--- src/rtl/cim_seq_controller_if.sv ---
// Command handshake bundle between a CIM command issuer and the sequencer.
// The issuer offers cmd/cmd_valid and may cancel with abort; the sequencer answers cmd_ready.
interface cim_seq_controller_if #(
  parameter int CMD_W = 25
);
  logic             cmd_valid;
  logic             cmd_ready;
  logic [CMD_W-1:0] cmd;
  logic             abort;

  modport master (output cmd_valid, output cmd, output abort, input cmd_ready);
  modport slave  (input cmd_valid, input cmd, input abort, output cmd_ready);
endinterface

--- src/rtl/cim_seq_controller.sv ---
// Compute-in-memory sequencer: turns one command into wordline/control patterns.
// Single-cycle ops take one EXEC cycle; MUL walks a 2^len Booth counter. Ready only in IDLE.
module cim_seq_controller #(
  parameter int COL_BITS = 6,
  parameter int MAX_LEN  = 5
) (
  input  logic                       clk,
  input  logic                       rst_n,
  cim_seq_controller_if.slave        cmd_if,
  output logic                       busy,
  output logic                       done,
  output logic                       err,
  output logic [(1<<COL_BITS)-1:0]   rwl_ch1,
  output logic [(1<<COL_BITS)-1:0]   rwl_ch2,
  output logic [(1<<COL_BITS)-1:0]   rwl_ch3,
  output logic [(1<<COL_BITS)-1:0]   wwl_ch1,
  output logic [(1<<COL_BITS)-1:0]   wwl_ch2,
  output logic                       and_en,
  output logic                       xor_en,
  output logic                       mul_en,
  output logic                       booth_sel_h,
  output logic                       booth_sel_l,
  output logic                       booth_wen,
  output logic                       two_data,
  output logic                       neg_data,
  output logic                       shift,
  output logic                       nshift,
  output logic                       special_add
);

  localparam int COL_NUM = 1 << COL_BITS;
  localparam int CMD_W   = 7 + 3 * COL_BITS;

  localparam logic [COL_BITS-1:0] ADDR_ZERO  = '0;
  localparam logic [COL_BITS-1:0] ADDR_BOOTH = COL_BITS'(COL_NUM - 2);
  localparam logic [COL_BITS-1:0] ADDR_SUM   = COL_BITS'(COL_NUM - 1);

  localparam logic [2:0] M_NOP   = 3'b000;
  localparam logic [2:0] M_COPY  = 3'b001;
  localparam logic [2:0] M_AND   = 3'b010;
  localparam logic [2:0] M_XOR   = 3'b011;
  localparam logic [2:0] M_SHIFT = 3'b100;
  localparam logic [2:0] M_ADD   = 3'b101;
  localparam logic [2:0] M_SUB   = 3'b110;
  localparam logic [2:0] M_MUL   = 3'b111;

  typedef enum logic [1:0] {
    ST_IDLE = 2'd0,
    ST_EXEC = 2'd1,
    ST_MUL  = 2'd2
  } state_e;

  state_e                state_q, state_d;
  logic [MAX_LEN-1:0]    cnt_q, cnt_d;
  logic                  special_q, special_d;
  logic [2:0]            mode_q, mode_d;
  logic [2:0]            len_q, len_d;
  logic [COL_BITS-1:0]   rs1_q, rs1_d;
  logic [COL_BITS-1:0]   rs2_q, rs2_d;
  logic [COL_BITS-1:0]   rd_q, rd_d;
  logic                  illegal_q, illegal_d;

  logic [CMD_W-1:0]      cmd_w;
  logic                  in_special;
  logic [2:0]            in_mode;
  logic [2:0]            in_len;
  logic                  in_mul;
  logic                  in_len_ok;

  logic is_copy, is_and, is_xor, is_shift, is_add, is_sub;
  logic sp_add;
  logic mul_last;

  function automatic logic [COL_NUM-1:0] onehot(input logic [COL_BITS-1:0] addr);
    onehot       = '0;
    onehot[addr] = 1'b1;
  endfunction

  assign cmd_w      = cmd_if.cmd;
  assign in_special = cmd_w[CMD_W-1];
  assign in_mode    = cmd_w[CMD_W-2 -: 3];
  assign in_len     = cmd_w[CMD_W-5 -: 3];
  assign in_mul     = (in_mode == M_MUL);
  assign in_len_ok  = (in_len != 3'd0) && (int'(in_len) <= MAX_LEN);

  assign is_copy  = (mode_q == M_COPY);
  assign is_and   = (mode_q == M_AND);
  assign is_xor   = (mode_q == M_XOR);
  assign is_shift = (mode_q == M_SHIFT);
  assign is_add   = (mode_q == M_ADD);
  assign is_sub   = (mode_q == M_SUB);
  assign sp_add   = (is_add | is_sub) & special_q;

  // Final Booth step is cnt == 2^len - 1; len_q is always legal while in ST_MUL.
  assign mul_last = (cnt_q == MAX_LEN'((1 << len_q) - 1));

  always_ff @(posedge clk or negedge rst_n) begin
    if (!rst_n) begin
      state_q   <= ST_IDLE;
      cnt_q     <= '0;
      special_q <= 1'b0;
      mode_q    <= M_NOP;
      len_q     <= '0;
      rs1_q     <= '0;
      rs2_q     <= '0;
      rd_q      <= '0;
      illegal_q <= 1'b0;
    end else begin
      state_q   <= state_d;
      cnt_q     <= cnt_d;
      special_q <= special_d;
      mode_q    <= mode_d;
      len_q     <= len_d;
      rs1_q     <= rs1_d;
      rs2_q     <= rs2_d;
      rd_q      <= rd_d;
      illegal_q <= illegal_d;
    end
  end

  always_comb begin
    state_d          = state_q;
    cnt_d            = cnt_q;
    special_d        = special_q;
    mode_d           = mode_q;
    len_d            = len_q;
    rs1_d            = rs1_q;
    rs2_d            = rs2_q;
    rd_d             = rd_q;
    illegal_d        = illegal_q;
    cmd_if.cmd_ready = 1'b0;
    busy             = 1'b0;
    done             = 1'b0;
    err              = 1'b0;
    rwl_ch1          = '0;
    rwl_ch2          = '0;
    rwl_ch3          = '0;
    wwl_ch1          = '0;
    wwl_ch2          = '0;
    and_en           = 1'b0;
    xor_en           = 1'b0;
    mul_en           = 1'b0;
    booth_sel_h      = 1'b0;
    booth_sel_l      = 1'b0;
    booth_wen        = 1'b0;
    two_data         = 1'b0;
    neg_data         = 1'b0;
    shift            = 1'b0;
    nshift           = 1'b0;
    special_add      = 1'b0;

    case (state_q)
      ST_IDLE: begin
        cmd_if.cmd_ready = 1'b1;
        if (cmd_if.cmd_valid) begin
          special_d = in_special;
          mode_d    = in_mode;
          len_d     = in_len;
          rs1_d     = cmd_w[3*COL_BITS-1 -: COL_BITS];
          rs2_d     = cmd_w[2*COL_BITS-1 -: COL_BITS];
          rd_d      = cmd_w[COL_BITS-1:0];
          illegal_d = in_mul && !in_len_ok;
          cnt_d     = '0;
          state_d   = (in_mul && in_len_ok) ? ST_MUL : ST_EXEC;
        end
      end

      ST_EXEC: begin
        busy    = 1'b1;
        done    = !cmd_if.abort;
        state_d = ST_IDLE;
        if (illegal_q) begin
          err = 1'b1;
        end else if (mode_q != M_NOP) begin
          and_en      = is_and;
          xor_en      = is_copy | is_xor | is_shift;
          two_data    = is_shift;
          neg_data    = is_sub;
          nshift      = is_add | is_sub;
          special_add = sp_add;
          booth_wen   = 1'b1;
          rwl_ch2     = onehot(rs1_q);
          rwl_ch3     = onehot(rs2_q);
          // Special add works on the odd partner row of rs1/rd.
          if (sp_add) begin
            rwl_ch1 = onehot({rs1_q[COL_BITS-1:1], 1'b1});
            wwl_ch1 = onehot({rd_q[COL_BITS-1:1], 1'b1});
          end else if (is_and | is_xor | is_copy | is_shift) begin
            wwl_ch1 = onehot(rd_q);
          end
          if (is_add | is_sub) begin
            wwl_ch2 = onehot(rd_q);
          end
        end
      end

      ST_MUL: begin
        busy        = 1'b1;
        mul_en      = 1'b1;
        booth_sel_h = special_q;
        booth_sel_l = !special_q;
        shift       = !mul_last;
        nshift      = mul_last;
        done        = mul_last && !cmd_if.abort;
        rwl_ch2     = onehot(rs1_q);
        // Even steps fold rs1 into the Booth/SUM rows; odd steps write back.
        if (!cnt_q[0]) begin
          rwl_ch1 = onehot(rs1_q);
          rwl_ch3 = (cnt_q == '0) ? onehot(ADDR_ZERO) : onehot(rd_q);
          wwl_ch1 = onehot(ADDR_BOOTH);
          wwl_ch2 = onehot(ADDR_SUM);
        end else begin
          rwl_ch1 = onehot(ADDR_BOOTH);
          rwl_ch3 = onehot(ADDR_SUM);
          wwl_ch1 = onehot(rs1_q);
          wwl_ch2 = onehot(rd_q);
        end
        if (cmd_if.abort || mul_last) begin
          state_d = ST_IDLE;
          cnt_d   = '0;
        end else begin
          cnt_d = cnt_q + MAX_LEN'(1);
        end
      end

      default: begin
        state_d = ST_IDLE;
        cnt_d   = '0;
      end
    endcase
  end

endmodule

--- src/flat_wrapper.sv ---
// flat-port wrapper written by rule: the top's interface ports become plain ports
module cim_seq_controller_flat 
#(
  parameter int COL_BITS = 6,
  parameter int MAX_LEN  = 5
)
  (clk, rst_n, busy, done, err, rwl_ch1, rwl_ch2, rwl_ch3, wwl_ch1, wwl_ch2, and_en, xor_en, mul_en, booth_sel_h, booth_sel_l, booth_wen, two_data, neg_data, shift, nshift, special_add, cmd_if_cmd_valid, cmd_if_cmd, cmd_if_abort, cmd_if_cmd_ready);
  cim_seq_controller_if #(.CMD_W(25)) cmd_if_i ();
  input  logic clk;
  input  logic rst_n;
  output logic busy;
  output logic done;
  output logic err;
  output logic [(1<<COL_BITS)-1:0] rwl_ch1;
  output logic [(1<<COL_BITS)-1:0] rwl_ch2;
  output logic [(1<<COL_BITS)-1:0] rwl_ch3;
  output logic [(1<<COL_BITS)-1:0] wwl_ch1;
  output logic [(1<<COL_BITS)-1:0] wwl_ch2;
  output logic and_en;
  output logic xor_en;
  output logic mul_en;
  output logic booth_sel_h;
  output logic booth_sel_l;
  output logic booth_wen;
  output logic two_data;
  output logic neg_data;
  output logic shift;
  output logic nshift;
  output logic special_add;
  input wire logic [$bits(cmd_if_i.cmd_valid)-1:0] cmd_if_cmd_valid;
  input wire logic [$bits(cmd_if_i.cmd)-1:0] cmd_if_cmd;
  input wire logic [$bits(cmd_if_i.abort)-1:0] cmd_if_abort;
  output wire logic [$bits(cmd_if_i.cmd_ready)-1:0] cmd_if_cmd_ready;
  assign cmd_if_i.cmd_valid = cmd_if_cmd_valid;
  assign cmd_if_i.cmd = cmd_if_cmd;
  assign cmd_if_i.abort = cmd_if_abort;
  assign cmd_if_cmd_ready = cmd_if_i.cmd_ready;
  cim_seq_controller #(.COL_BITS(COL_BITS), .MAX_LEN(MAX_LEN)) u_core (.clk(clk), .rst_n(rst_n), .cmd_if(cmd_if_i), .busy(busy), .done(done), .err(err), .rwl_ch1(rwl_ch1), .rwl_ch2(rwl_ch2), .rwl_ch3(rwl_ch3), .wwl_ch1(wwl_ch1), .wwl_ch2(wwl_ch2), .and_en(and_en), .xor_en(xor_en), .mul_en(mul_en), .booth_sel_h(booth_sel_h), .booth_sel_l(booth_sel_l), .booth_wen(booth_wen), .two_data(two_data), .neg_data(neg_data), .shift(shift), .nshift(nshift), .special_add(special_add));
endmodule
--- config.mk ---
export PLATFORM = sky130hd
export DESIGN_NAME = cim_seq_controller_flat
export DESIGN_NICKNAME = d
export VERILOG_FILES = /design/src/rtl/cim_seq_controller_if.sv /design/src/rtl/cim_seq_controller.sv /design/src/flat_wrapper.sv
export SDC_FILE = /design/constraint.sdc
export NUM_CORES = 1
export LEC_CHECK = 0
export CORE_AREA = 4 4 139 141
export DETAILED_ROUTE_END_ITERATION = 8
export DIE_AREA = 0 0 143 145
export PLACE_DENSITY_LB_ADDON = 0.08
export SETUP_SLACK_MARGIN = 0.2
export SLEW_MARGIN = 30
export SYNTH_ARGS = -nofsm -noshare
export SYNTH_HDL_FRONTEND = slang
export SYNTH_SLANG_ARGS = --single-unit
--- constraint.sdc ---
create_clock -name clk -period 2.7 [get_ports clk]
set_input_delay 0.54 -clock clk [delete_from_list [all_inputs] [get_ports clk]]
set_output_delay 0.54 -clock clk [all_outputs]
set_load 0.02 [all_outputs]
### Word level (Yosys, flattened, before mapping)

Cells that the tools add are included.
W data, S select, Z words.

| word-level totals | value |
|---|---|
| output and inout port bits | 335 |
| memories | 0 |
| bits in latches | 0 |
| memory bits (writable) | 0 |
| ROM bits | 0 |
| flip-flop bits (word level) | 33 |
| logic and storage cells | 136 |
| input port bits | 29 |

| operators by class | value |
|---|---|
| bitwise gates (word level) | 8 |
| shift operators | 1 |
| magnitude comparators | 11 |
| equality and inequality tests | 12 |
| muxes and demuxes | 71 |
| $add $sub $neg | 2 |
| $mul | 0 |
| reduce and logical (&&, ||, !) cells | 22 |
| div/mod/pow operators | 0 |

Operators with widths:

| operator | count |
|---|---|
| $mux W64 | 19 |
| $pmux W64 S2 | 5 |
| $lt A6 B7 Y1 const B | 5 |
| $mux W1 | 33 |
| $ge A6 B1 Y1 const B | 5 |
| $demux W1 S6 | 3 |
| $pmux W5 S3 | 1 |
| $eq A3 B3 Y1 const B | 4 |
| $demux W1 S5 | 2 |
| $mux W5 | 2 |
| $logic_and A1 B1 Y1 | 9 |
| $eq A3 B2 Y1 const B | 2 |
| $mux W2 | 3 |
| $or A1 B1 Y1 | 6 |
| $reduce_and A2 Y1 | 3 |
| $reduce_bool A3 Y1 | 2 |
| $add A5 B1 Y5 const B | 1 |
| $eq A5 B5 Y1 | 1 |
| $logic_not A5 Y1 | 1 |
| $shl A1 B3 Y5 const A | 1 |
| $sub A5 B2 Y5 const B | 1 |
| $logic_not A1 Y1 | 4 |
| $pmux W1 S2 | 2 |
| $pmux W2 S2 | 1 |
| 11 further kinds | 11 |

### Logic depth before layout (Yosys ltp)

| logic depth | value |
|---|---|
| depth in word-level cells | 9 |
| mapped depth | 10 |
| gate-level depth less buffers | 7 |

### Least setup slack after synthesis

No wires, ideal clock.

| path | value |
|---|---|
| path type | register -> output |
| from | register u_core.state_q[0] |
| to | output wwl_ch1[30] |
| path slack | -0.112 ns |
| cell stages (with the launch flop) | 11 |
| data arrival time | 2.272 ns |
| path buffers | 3 |
| path through | dfrtp_1 inv_1 ha_1 buf_2 inv_1 or3_1 clkbuf_1 inv_1 nand2_1 buf_2 o22ai_1 |

| between the ends | value |
|---|---|
| cells in the longest elaborated chain, start to end | 2 |
| elaborated cells between the ends (all ways) | 3 |

Ends and longest elaborated chain:

| element | line | RTL |
|---|---|---|
| start, declared | cim_seq_controller.sv:53 | `state_e state_q, state_d;` |
| start signal, assigned | cim_seq_controller.sv:109 | `state_q <= state_d;` |
| $eq A2 B2 Y1 / $eq A2 B1 Y1 (equally long branches) | cim_seq_controller.sv:152 | `case (state_q)` |
| $pmux W64 S2 (*) | cim_seq_controller.sv:152 |  |
| end, declared | flat_wrapper.sv:17 | `output logic [(1<<COL_BITS)-1:0] wwl_ch1;` |

Mark *: on every way between the ends. The rest lies on a longest branch, timed or not.

### Worst setup path after layout

| path | value |
|---|---|
| from | register u_core.state_q[0] |
| to | output wwl_ch1[22] |

Same word-level chain as after synthesis.

==> impl_metrics.toml <==
[pwr]
p_leak_nw = 4.39
pwr-share-seq_pct = 19.2
combPwrFrac_pct = 64.6
p_clk_share_pct = 16.2
switching_share_pct = 48.3
internal-power_mw = 2.19
switchingPower_mw = 2.04
power.density_nw_per_um2 = 400
peakVddDrop_uv = 344

[setup_path]
cp.required_ns = 2.16
crit_arrival_ns = 2.25
crit_path_start_kind = "flop"
crit_fanout = 6
max_stage_delay_ns = 0.44
criticalPathCategory = "reg -> out"
cpMaxStageDelayCell = "dfrtp_1"
crit_path_end_kind = "output pin"
crit_chain = "inv_2 -> ha_4 -> nor2b_4 -> buf_12 -> buf_8 -> nand3_1 -> buf_6 -> o22ai_4 -> clkdlybuf4s15_2"

[placed_design]
dp_hpwl_mm = 26.6
placedCellCount = 1428
io_buffers = 363
gp_congestion = 0.991

[global_route]
grt_use_total_pct = 30.2
grt-ovfl-total = 0
grt_pass1_vias = 7297
grt_pass1_wl_mm = 48.0
grt_max_degree = 34
antenna_found_initial = 2

[finish]
num-fill-cells = 1762
final_core_util_pct = 58.9
area.growth.synth_to_final_pct = 134
drive_above_1_share_pct = 52.9
fin_nets = 1278
final_cells = 1476
multi_input_area_um2 = 4350
seq_area_um2 = 831

[floorplan]
start_util_pct = 25.2
die_y_um = 145
die-area_um2 = 20700
die_width_um = 143
io_pins = 364
row_count = 49
core_area_um2 = 18000

[yosys]
yosys.cell_types.count = 51
yosysTopAreaCell = "dfrtp_1"
synthSimpleGateAreaFrac_pct = 43.8
synth_compound_area_share_pct = 23.1
synth-edff-count = 0
synth_fa_ha_area_share_pct = 1.38
synth-xor-area-share_pct = 0.387
ys_ff_latch = 33
synth_top_family_by_area = "simple AND/OR/NAND/NOR gates"
synthTopCellsByArea = "dfrtp_1 (18%), nor2_1 (17%), o22ai_1 (17%)"
seq_area_frac_synth_pct = 18.2
netlist.area_leader.share_pct = 18.2
ys.warnings.count = 0
synthArstFlopShare_pct = 100
synthCells = 745
syn_nets = 779
synth.area.mux_share_pct = 5.96
ys.flop_type = "dfrtp_1"
syn_area_um2 = 4530
syn-mean-instance-area_um2 = 6.08

[status]
violations = "setup timing"
status = "finished, violations left"

[routing]
vias = 8047
drt-vias-per-instance = 5.45
first_pass_iters = 8
initialDrtViolationCount = 993
totalWireLength_mm = 35.1
wl_per_cell_um = 23.8
drcViolationCount = 0
ant_nets = 0

[timing]
slew_viol_final = 0
finalHoldViolations = 0
period_share_pct = 103
fin_ws_ns = -0.0939
max_freq_mhz = 358
skew_ns = 0.00580
setup-violations-final = 107
max_slew_margin_pct = 44.4
fin_crit_ns = 2.79
worst_pin_slew_ns = 0.834
rsz0062_at_grt = "yes"
fin_tns_setup_ns = -2.96

[clock_network]
numCtsBuffers = 5
clock_latency_ns = 0.29
path_clk_slew_ns = 0.06
clock-root-buffer = "clkbuf_16"
cts_tree = "done"
cts_buffer_depth = 2
clock_sinks = 33
cts-hold-fix-buffers = 0
h-tree-depth = 2

[flow_run]
drv_cap = 0

[min_path]
hold_class = "in -> async"
[layout by cell type (no fill, tap or decap), types with 6 or more instances in the layout]
cell type        count
nor2b_1              8
clkdlybuf4s50_1     36
clkbuf_16           11
o22ai_2             23
o22ai_4             25
dfrtp_1             29
o21ai_0              6
buf_4              248
nor2_2               8
nor2_4              10
nor2_1             194
dlygate4sd2_1       27
nand2_1             88
clkbuf_2            54
nor3_1               8
nand3_2             14
nand4_1              6
mux2_2              24
nand3_1             15
buf_6               65
buf_2               47
and3_1               6
and2_1              30
buf_12              18
nand3_4              7
clkdlybuf4s15_1      6
clkdlybuf4s15_2     41
o22ai_1             76
[path summary, 6_finish.rpt]
kind / endpoint / cells past startpoint / from / slack, ns
max in group asynchronous: u_core.rd_q[3] / 1 / rst_n / 1.77
worst max register to register: u_core.cnt_q[0] / 7 / u_core.len_q[0] / 0.66
worst min-delay path: u_core.rs2_q[3] / 1 / rst_n / 0.35
worst min register to register: u_core.rd_q[2] / 1 / u_core.rd_q[2] / 0.58
min in group clk: u_core.rd_q[2] / 1 / u_core.rd_q[2] / 0.58
worst max-delay path: wwl_ch1[22] / 9 / u_core.state_q[0] / -0.09
[per-stage QoR]
| stage | area (µm²) | setup WS [ns] | total power [mW] | hold WS (ns) |
|---|---|---|---|---|
| floorplan | 4920 | 0.113 | 1.95 | 0.244 |
| global placement | 9870 | -0.250 | 3.00 | 0.513 |
| detailed placement | 9870 | -0.246 | 3.01 | 0.516 |
| CTS | 10100 | -0.0931 | 3.79 | 0.372 |
| global route | 10600 | -0.169 | 4.40 | 0.409 |
| finish | 10600 | -0.0939 | 4.23 | 0.349 |
[per-layer routing]
layer  vias up  wire length, µm  GRT usage (%)
li1       3626                -              -
met1      3860            13600           37.6
met2       478            17200           52.7
met3        83             2900           4.54
met4         0             1400           9.98
met5         -                0              0
[critical path: cells and delay by family, from the launching register on]
| family | cells | cell delay, ns |
|---|---|---|
| AOI/OAI and AO/OA | 1 | 0.09 |
| adders and majority gates | 1 | 0.33 |
| buffers and inverters | 5 | 0.81 |
| DFF | 1 | 0.44 |
| and+or+nand+nor | 2 | 0.30 |
[cell type report]
class | count | area share [%]
well taps | 229 | 2.71
multi-input cells | 635 | 41.1
inverters | 11 | 0.414
clock buffers | 5 | 1.18
flip-flops and latches | 33 | 7.85
diodes | 2 | 0.0473
clock inverters | 3 | 0.437
repair buffers | 558 | 46.2
[power by group through the flow]
stage                     combinational [mW]  clock [mW]  sequential [mW]
after floorplan                         1.21           0            0.738
final                                   2.73       0.684            0.814
after global routing                    2.86       0.715            0.833
after detailed placement                2.23           0            0.777
after global placement                  2.23           0            0.770
after CTS                               2.33       0.687            0.776
[cells in the mapped netlist, types with 2 or more instances]
cell type,count
nand3b_1,3
and3b_1,4
ha_1,5
nor3_1,11
o22ai_1,124
o211ai_1,3
or2_2,2
and2_1,33
nand4b_1,2
xor2_1,2
and3_1,6
a21boi_0,2
nand3_1,36
dfrtp_1,33
o21a_1,4
o21ai_0,8
or3_1,2
nor2b_1,12
o21ai_1,2
a21oi_1,5
mux2_2,24
buf_2,13
buf_4,2
nand4_1,6
buf_1,4
nand2_1,95
clkbuf_1,46
inv_1,11
nor3b_1,7
nor2_1,211
nand2b_1,7
[sequential cells by signal, indices dropped and copies added (netlist names)]
name and count:
u_core.rs2_q 6, u_core.mode_q 3, u_core.illegal_q 1, u_core.state_q 2
u_core.rs1_q 6, u_core.cnt_q 5, u_core.special_q 1, u_core.rd_q 6
u_core.len_q 3
[cells by family after synthesis]
family / Yosys count
AND/OR/NAND/NOR: 443
XOR/XNOR: 2
buffers and inverters: 77
AO/OA/AOI/OAI: 161
flip-flops: 33
multiplexers: 24
adder cells (fa/ha/maj): 5
[timing repair]
action | 4_1_cts | 5_1_grt
pin swaps | 10 | 32
gates resized for setup | 869 | 511
gates cloned | 3 | 9
setup buffers | 8 | 18
setup endpoints to repair | 330 | 332
endpoints found under the hold margin | 0 | 0
No activity file was read; power rests on OpenSTA's default activity.
